### src/rtl/mem_stage_pkg.sv
// rtl/mem_stage_pkg.sv - shared pipeline constants for the MEM stage
package mem_stage_pkg;

    localparam int MIN_W  = 49;
    localparam int MOUT_W = 39;

    // EX/MEM bundle field positions
    localparam int MIN_RR1_HI   = 48;
    localparam int MIN_RR1_LO   = 45;
    localparam int MIN_RR2_HI   = 44;
    localparam int MIN_RR2_LO   = 41;
    localparam int MIN_ALU_HI   = 40;
    localparam int MIN_ALU_LO   = 25;
    localparam int MIN_SD_HI    = 24;
    localparam int MIN_SD_LO    = 9;
    localparam int MIN_WR_HI    = 8;
    localparam int MIN_WR_LO    = 5;
    localparam int MIN_MEMWRITE = 4;
    localparam int MIN_MEMTOREG = 3;
    localparam int MIN_REGWRITE = 2;
    localparam int MIN_HALT     = 1;
    localparam int MIN_MEMREAD  = 0;

    // MEM/WB bundle field positions
    localparam int MOUT_DATA_HI  = 38;
    localparam int MOUT_DATA_LO  = 23;
    localparam int MOUT_ALU_HI   = 22;
    localparam int MOUT_ALU_LO   = 7;
    localparam int MOUT_WR_HI    = 6;
    localparam int MOUT_WR_LO    = 3;
    localparam int MOUT_MEMTOREG = 2;
    localparam int MOUT_REGWRITE = 1;
    localparam int MOUT_HALT     = 0;

    localparam int TIMEOUT_LIMIT = 16;
    localparam int CNT_W         = 4;
    localparam logic [CNT_W-1:0] CNT_LAST = CNT_W'(TIMEOUT_LIMIT - 1);

    typedef enum logic {
        ST_IDLE = 1'b0,
        ST_WAIT = 1'b1
    } mem_state_e;

endpackage

### src/rtl/mem_stage_ctrl.sv
// rtl/mem_stage_ctrl.sv - memory request FSM with timeout counter and sticky error
module mem_ctrl
    import mem_stage_pkg::*;
(
    input  logic clk,
    input  logic rst_n,
    input  logic mem_op_i,
    input  logic mem_ack_i,
    output logic req_o,
    output logic issue_o,
    output logic done_o,
    output logic err_o
);

    mem_state_e             state_q, state_d;
    logic [CNT_W-1:0]       cnt_q, cnt_d;
    logic                   err_q, err_d;

    always_comb begin
        state_d = state_q;
        cnt_d   = cnt_q;
        err_d   = err_q;
        req_o   = 1'b0;
        issue_o = 1'b0;
        done_o  = 1'b0;
        case (state_q)
            ST_IDLE: begin
                if (mem_op_i) begin
                    req_o   = 1'b1;
                    issue_o = 1'b1;
                    if (mem_ack_i) begin
                        done_o = 1'b1;
                    end else begin
                        state_d = ST_WAIT;
                        cnt_d   = '0;
                    end
                end
            end
            ST_WAIT: begin
                req_o = 1'b1;
                // ack wins over a timeout landing in the same cycle
                if (mem_ack_i) begin
                    done_o  = 1'b1;
                    state_d = ST_IDLE;
                end else if (cnt_q == CNT_LAST) begin
                    done_o  = 1'b1;
                    err_d   = 1'b1;
                    state_d = ST_IDLE;
                end else begin
                    cnt_d = cnt_q + 1'b1;
                end
            end
            default: state_d = ST_IDLE;
        endcase
    end

    always_ff @(posedge clk or negedge rst_n) begin
        if (!rst_n) begin
            state_q <= ST_IDLE;
            cnt_q   <= '0;
            err_q   <= 1'b0;
        end else begin
            state_q <= state_d;
            cnt_q   <= cnt_d;
            err_q   <= err_d;
        end
    end

    assign err_o = err_q;

endmodule

### src/rtl/mem_stage.sv
// rtl/mem_stage.sv - MEM pipeline stage: EX/MEM and MEM/WB registers, store forwarding
module mem_stage
    import mem_stage_pkg::*;
(
    input  logic              clk,
    input  logic              rst_n,
    input  logic [MIN_W-1:0]  M_in,
    input  logic [3:0]        wb_wr_reg,
    input  logic              wb_RegWrite,
    input  logic [15:0]       wb_data,
    output logic              mem_req,
    output logic              mem_we,
    output logic [15:0]       mem_addr,
    output logic [15:0]       mem_wdata,
    input  logic [15:0]       mem_rdata,
    input  logic              mem_ack,
    output logic              mem_stall,
    output logic [MOUT_W-1:0] M_out,
    output logic              mem_err
);

    logic [MIN_W-1:0]  ex_q, ex_d;
    logic [MOUT_W-1:0] out_q, out_d;
    logic [15:0]       wdata_q, wdata_d;

    logic        is_write, mem_op, req, issue, done;
    logic [3:0]  rr2;
    logic [15:0] alu, store_res, mem_data;
    logic        fwd;
    logic        rr1_unused;

    assign is_write   = ex_q[MIN_MEMWRITE];
    assign mem_op     = is_write | ex_q[MIN_MEMREAD];
    assign rr2        = ex_q[MIN_RR2_HI:MIN_RR2_LO];
    assign alu        = ex_q[MIN_ALU_HI:MIN_ALU_LO];
    assign rr1_unused = ^ex_q[MIN_RR1_HI:MIN_RR1_LO];

    mem_ctrl u_ctrl (
        .clk       (clk),
        .rst_n     (rst_n),
        .mem_op_i  (mem_op),
        .mem_ack_i (mem_ack),
        .req_o     (req),
        .issue_o   (issue),
        .done_o    (done),
        .err_o     (mem_err)
    );

    // register 0 is hard-wired, so a pending write to it is never forwarded
    assign fwd       = wb_RegWrite && (wb_wr_reg == rr2) && (wb_wr_reg != 4'd0);
    assign store_res = fwd ? wb_data : ex_q[MIN_SD_HI:MIN_SD_LO];
    assign mem_stall = mem_op & ~done;

    always_comb begin
        ex_d    = mem_stall ? ex_q : M_in;
        wdata_d = issue ? store_res : wdata_q;
        mem_data = '0;
        if (req && !is_write && mem_ack) begin
            mem_data = mem_rdata;
        end
        out_d = '0;
        if (!mem_stall) begin
            out_d[MOUT_DATA_HI:MOUT_DATA_LO] = mem_data;
            out_d[MOUT_ALU_HI:MOUT_ALU_LO]   = alu;
            out_d[MOUT_WR_HI:MOUT_WR_LO]     = ex_q[MIN_WR_HI:MIN_WR_LO];
            out_d[MOUT_MEMTOREG]             = ex_q[MIN_MEMTOREG];
            out_d[MOUT_REGWRITE]             = ex_q[MIN_REGWRITE];
            out_d[MOUT_HALT]                 = ex_q[MIN_HALT];
        end
    end

    assign mem_req   = req;
    assign mem_we    = req & is_write;
    assign mem_addr  = req ? alu : 16'h0000;
    // the issue cycle drives the freshly resolved value, WAIT drives the latched one
    assign mem_wdata = req ? (issue ? store_res : wdata_q) : 16'h0000;

    always_ff @(posedge clk or negedge rst_n) begin
        if (!rst_n) begin
            ex_q    <= '0;
            out_q   <= '0;
            wdata_q <= '0;
        end else begin
            ex_q    <= ex_d;
            out_q   <= out_d;
            wdata_q <= wdata_d;
        end
    end

    assign M_out = out_q;

endmodule

### config.mk
export PLATFORM = sky130hd
export DESIGN_NAME = mem_stage
export DESIGN_NICKNAME = d
export VERILOG_FILES = /design/src/rtl/mem_stage_pkg.sv /design/src/rtl/mem_stage_ctrl.sv /design/src/rtl/mem_stage.sv
export SDC_FILE = /design/constraint.sdc
export NUM_CORES = 1
export LEC_CHECK = 0
export BUFFER_PORTS_ARGS = -buffer_cell sky130_fd_sc_hd__buf_4
export CAP_MARGIN = 15
export CORE_ASPECT_RATIO = 0.6
export CORE_MARGIN = 3
export CORE_UTILIZATION = 53
export DETAILED_ROUTE_END_ITERATION = 16
export GPL_TIMING_DRIVEN = 1
export PLACE_DENSITY = 0.95
export SYNTH_ARGS = -nofsm -noshare
export SYNTH_HDL_FRONTEND = slang
export SYNTH_SLANG_ARGS = --single-unit
### constraint.sdc
create_clock -name clk -period 3.1 [get_ports clk]
set_input_delay 0.62 -clock clk [delete_from_list [all_inputs] [get_ports clk]]
set_output_delay 0.62 -clock clk [all_outputs]
set_load 0.01 [all_outputs]
==> impl_metrics.py <==
metrics = {
    "detailed_routing": {
        "first_pass_iters": 4,
        "drc_errors": 0,
        "wire_per_inst_um": 17.7,
        "num_vias": 3394,
        "drtAntennaViolNets": 0,
        "vias_per_cell": 5.45,
        "dr.first_iter.drc_count": 261,
        "finalWirelength_um": 11000,
    },
    "synthesis": {
        "postSynthAreaPerCell_um2": 12.6,
        "synth_top_family_by_area": "compound AO/OA/AOI/OAI gates",
        "synth_xor_area_share_pct": 0.786,
        "synth.distinct_cells": 34,
        "synth_area_leaders": "dfrtp_1, mux2_2, and2_1, a41oi_1, nor2b_1",
        "yosysTopAreaCellShare_pct": 59.5,
        "synth-seq-area-share_pct": 59.5,
        "synthMuxAreaShare_pct": 10.9,
        "syn-instance-count": 355,
        "syn-num-nets": 445,
        "synth_top_area_cell": "dfrtp_1",
        "synth-compound-area-share_pct": 12.5,
        "ys_ff_latch": 106,
        "netlist_area_um2": 4460,
        "yosys_warnings": 0,
        "synth-simple-area-share_pct": 12.3,
        "synth_fa_ha_area_share_pct": 0.281,
    },
    "floorplan": {
        "floorplan.initialDensity_pct": 55.7,
        "die_w_um": 124,
        "row_count": 25,
        "ios": 164,
        "core_area_um2": 8010,
        "chipHeight_um": 77.0,
        "dieArea_um2": 9580,
    },
    "worst_setup_path": {
        "critPathLaunchType": "register",
        "critPathRequiredTime_ps": 2480,
        "cp.arrival_ps": 2220,
        "crit_path_end_kind": "output pin",
        "cp_max_fo": 18,
        "criticalPathCategory": "register to output pin",
    },
    "pwr": {
        "swShare_pct": 28.3,
        "peakVddDrop_mv": 0.421,
        "clkPwrFrac_pct": 30.0,
        "combinationalPowerShare_pct": 23.9,
        "seqPwrFrac_pct": 46.1,
        "power.density_nw_per_um2": 596,
        "power_leakage_nw": 2.80,
        "power.internal_mw": 2.57,
        "p_switching_mw": 1.01,
    },
    "timing": {
        "slew-limit-headroom_pct": 39.4,
        "fin_crit_ps": 2840,
        "worst_pin_slew_ps": 906,
        "fin_tns_setup_ps": 0,
        "period_share_pct": 91.5,
        "setup_violations": 0,
        "rsz0062_at_grt": "no",
        "fmaxAchievable_mhz": 353,
        "hold_violations": 0,
        "drv_slew": 0,
        "fin_skew_ps": 4.11,
    },
    "cts": {
        "cts.sinks": 106,
        "clk_pin_slew_ps": 70,
        "cts_root_buffer": "clkbuf_16",
        "hold_buffers": 0,
        "clockBufferDepth": 2,
        "numCtsBuffers": 9,
        "worstSkewPairLatency_ps": 330,
        "cts_tree": "yes",
        "post_cts_buffers": 0,
        "cts_resized": 0,
        "htreeDepth": 3,
    },
    "global_route": {
        "grt_pass1_wl_um": 18000,
        "grt_use_total_pct": 23.7,
        "grt-ovfl-total": 0,
        "grt_max_degree": 64,
        "grt_antenna_before_repair": 1,
        "grt_pass1_vias": 3619,
    },
    "final_layout": {
        "drive_above_1_share_pct": 45.0,
        "synthToLayoutAreaGrowth_pct": 34.7,
        "final-seq-area_um2": 2650,
        "final_cell_mix": "buf_4, dfrtp_1, mux2_2",
        "layout_commonest_cell": "buf_4",
        "layout.nets": 600,
        "antennaDiodeCount": 0,
        "multi_input_area_um2": 1650,
        "instances_no_fill": 623,
        "fill_cells": 531,
    },
    "placement": {
        "place_congestion": 0.890,
        "dp.final_hpwl_um": 8220,
        "dp_cells": 607,
        "portBuffers": 159,
    },
    "flow_run": {
        "cap_violations": 0,
    },
    "min_path": {
        "min_path_type": "input pin to async pin",
    },
    "outcome": {
        "status": "finished, final reports clean",
    },
}
-- stage by stage --
stage / setup WS, ps / power (mW) / util, % / cell area [µm²] / hold slack, ps
global placement: 340 / 2.49 / 71.4 / 5720 / 465
finish: 264 / 3.58 / 75.0 / 6010 / 271
floorplan: 767 / 2.11 / - / 4460 / 324
CTS: 276 / 3.62 / 75.0 / 6010 / 281
global route: 117 / 3.77 / 75.0 / 6010 / 307
detailed placement: 333 / 2.53 / 71.4 / 5720 / 477
-- routing by layer --
layer,wire length [µm],vias to the layer above,global-route usage [%]
met2,5470,166,40.2
met5,0,-,0
met3,1030,13,8.70
li1,-,1575,-
met1,4380,1640,29.0
met4,144,0,6.13
-- cells by family after synthesis --
kind of cell / after synthesis
AND/OR/NAND/NOR: 98
XOR/XNOR: 4
multiplexers: 43
buffers and inverters: 27
flip-flops: 106
AO/OA/AOI/OAI: 76
adder cells (fa/ha/maj): 1
-- critical path, cell delays in order (launching register included) --
cell,delay (ps)
dfrtp_1,460
nor2_2,210
or2_1,520
a41oi_1,130
a211oi_1,370
buf_4,190
-- synthesized netlist by cell type --
cell type,number
a211oi_1,16
a21oi_1,17
a41o_1,1
a41oi_1,17
and2_1,32
and3_1,1
buf_2,11
buf_4,4
buf_6,5
clkbuf_1,4
dfrtp_1,106
ha_1,1
inv_1,3
mux2_1,5
mux2_2,38
nand2_1,7
nand2b_1,3
nand3_1,3
nor2_1,20
nor2_2,3
nor2b_1,23
nor3_1,2
nor3_2,1
nor3b_2,1
o21ai_0,4
o21ba_2,1
o21bai_1,2
o21bai_2,1
o22ai_1,1
o31ai_1,14
o31ai_2,2
or2_1,2
xnor2_1,2
xor2_1,2
-- power groups by stage --
stage | sequential, mW | combinational [mW] | clock (mW)
after CTS | 1.65 | 0.861 | 1.11
after global placement | 1.66 | 0.828 | 0
after floorplan | 1.67 | 0.446 | 0
after detailed placement | 1.67 | 0.859 | 0
after global routing | 1.67 | 0.931 | 1.17
final | 1.65 | 0.855 | 1.08
-- layout make-up --
cell class	instances	share of cell area (%)
clock inverter	6	0.792
tap	108	2.25
multi-input combinational	222	27.4
inverter	3	0.187
timing repair buffer	168	21.2
sequential	106	44.2
clock buffer	10	3.98
-- path summary, 6_finish.rpt --
| path | start | endpoint | slack, ps | depth (start not counted) |
|---|---|---|---|---|
| worst max-delay path | ex_q[4] | mem_wdata[0] | 260 | 5 |
| worst min-delay path | rst_n | M_out[11] | 270 | 1 |
| worst max register to register | u_ctrl.cnt_q[0] | ex_q[14] | 950 | 5 |
| worst min register to register | ex_q[5] | M_out[3] | 490 | 1 |
| max in group asynchronous | rst_n | ex_q[5] | 2100 | 2 |
| min in group clk | M_in[4] | ex_q[4] | 480 | 3 |
-- registers in the layout, indices dropped and copies added, names as in the netlist --
register        cells
ex_q               45
u_ctrl.state_q      1
u_ctrl.err_o        1
M_out              39
wdata_q            16
u_ctrl.cnt_q        4
(Power assumes the default switching activity.)
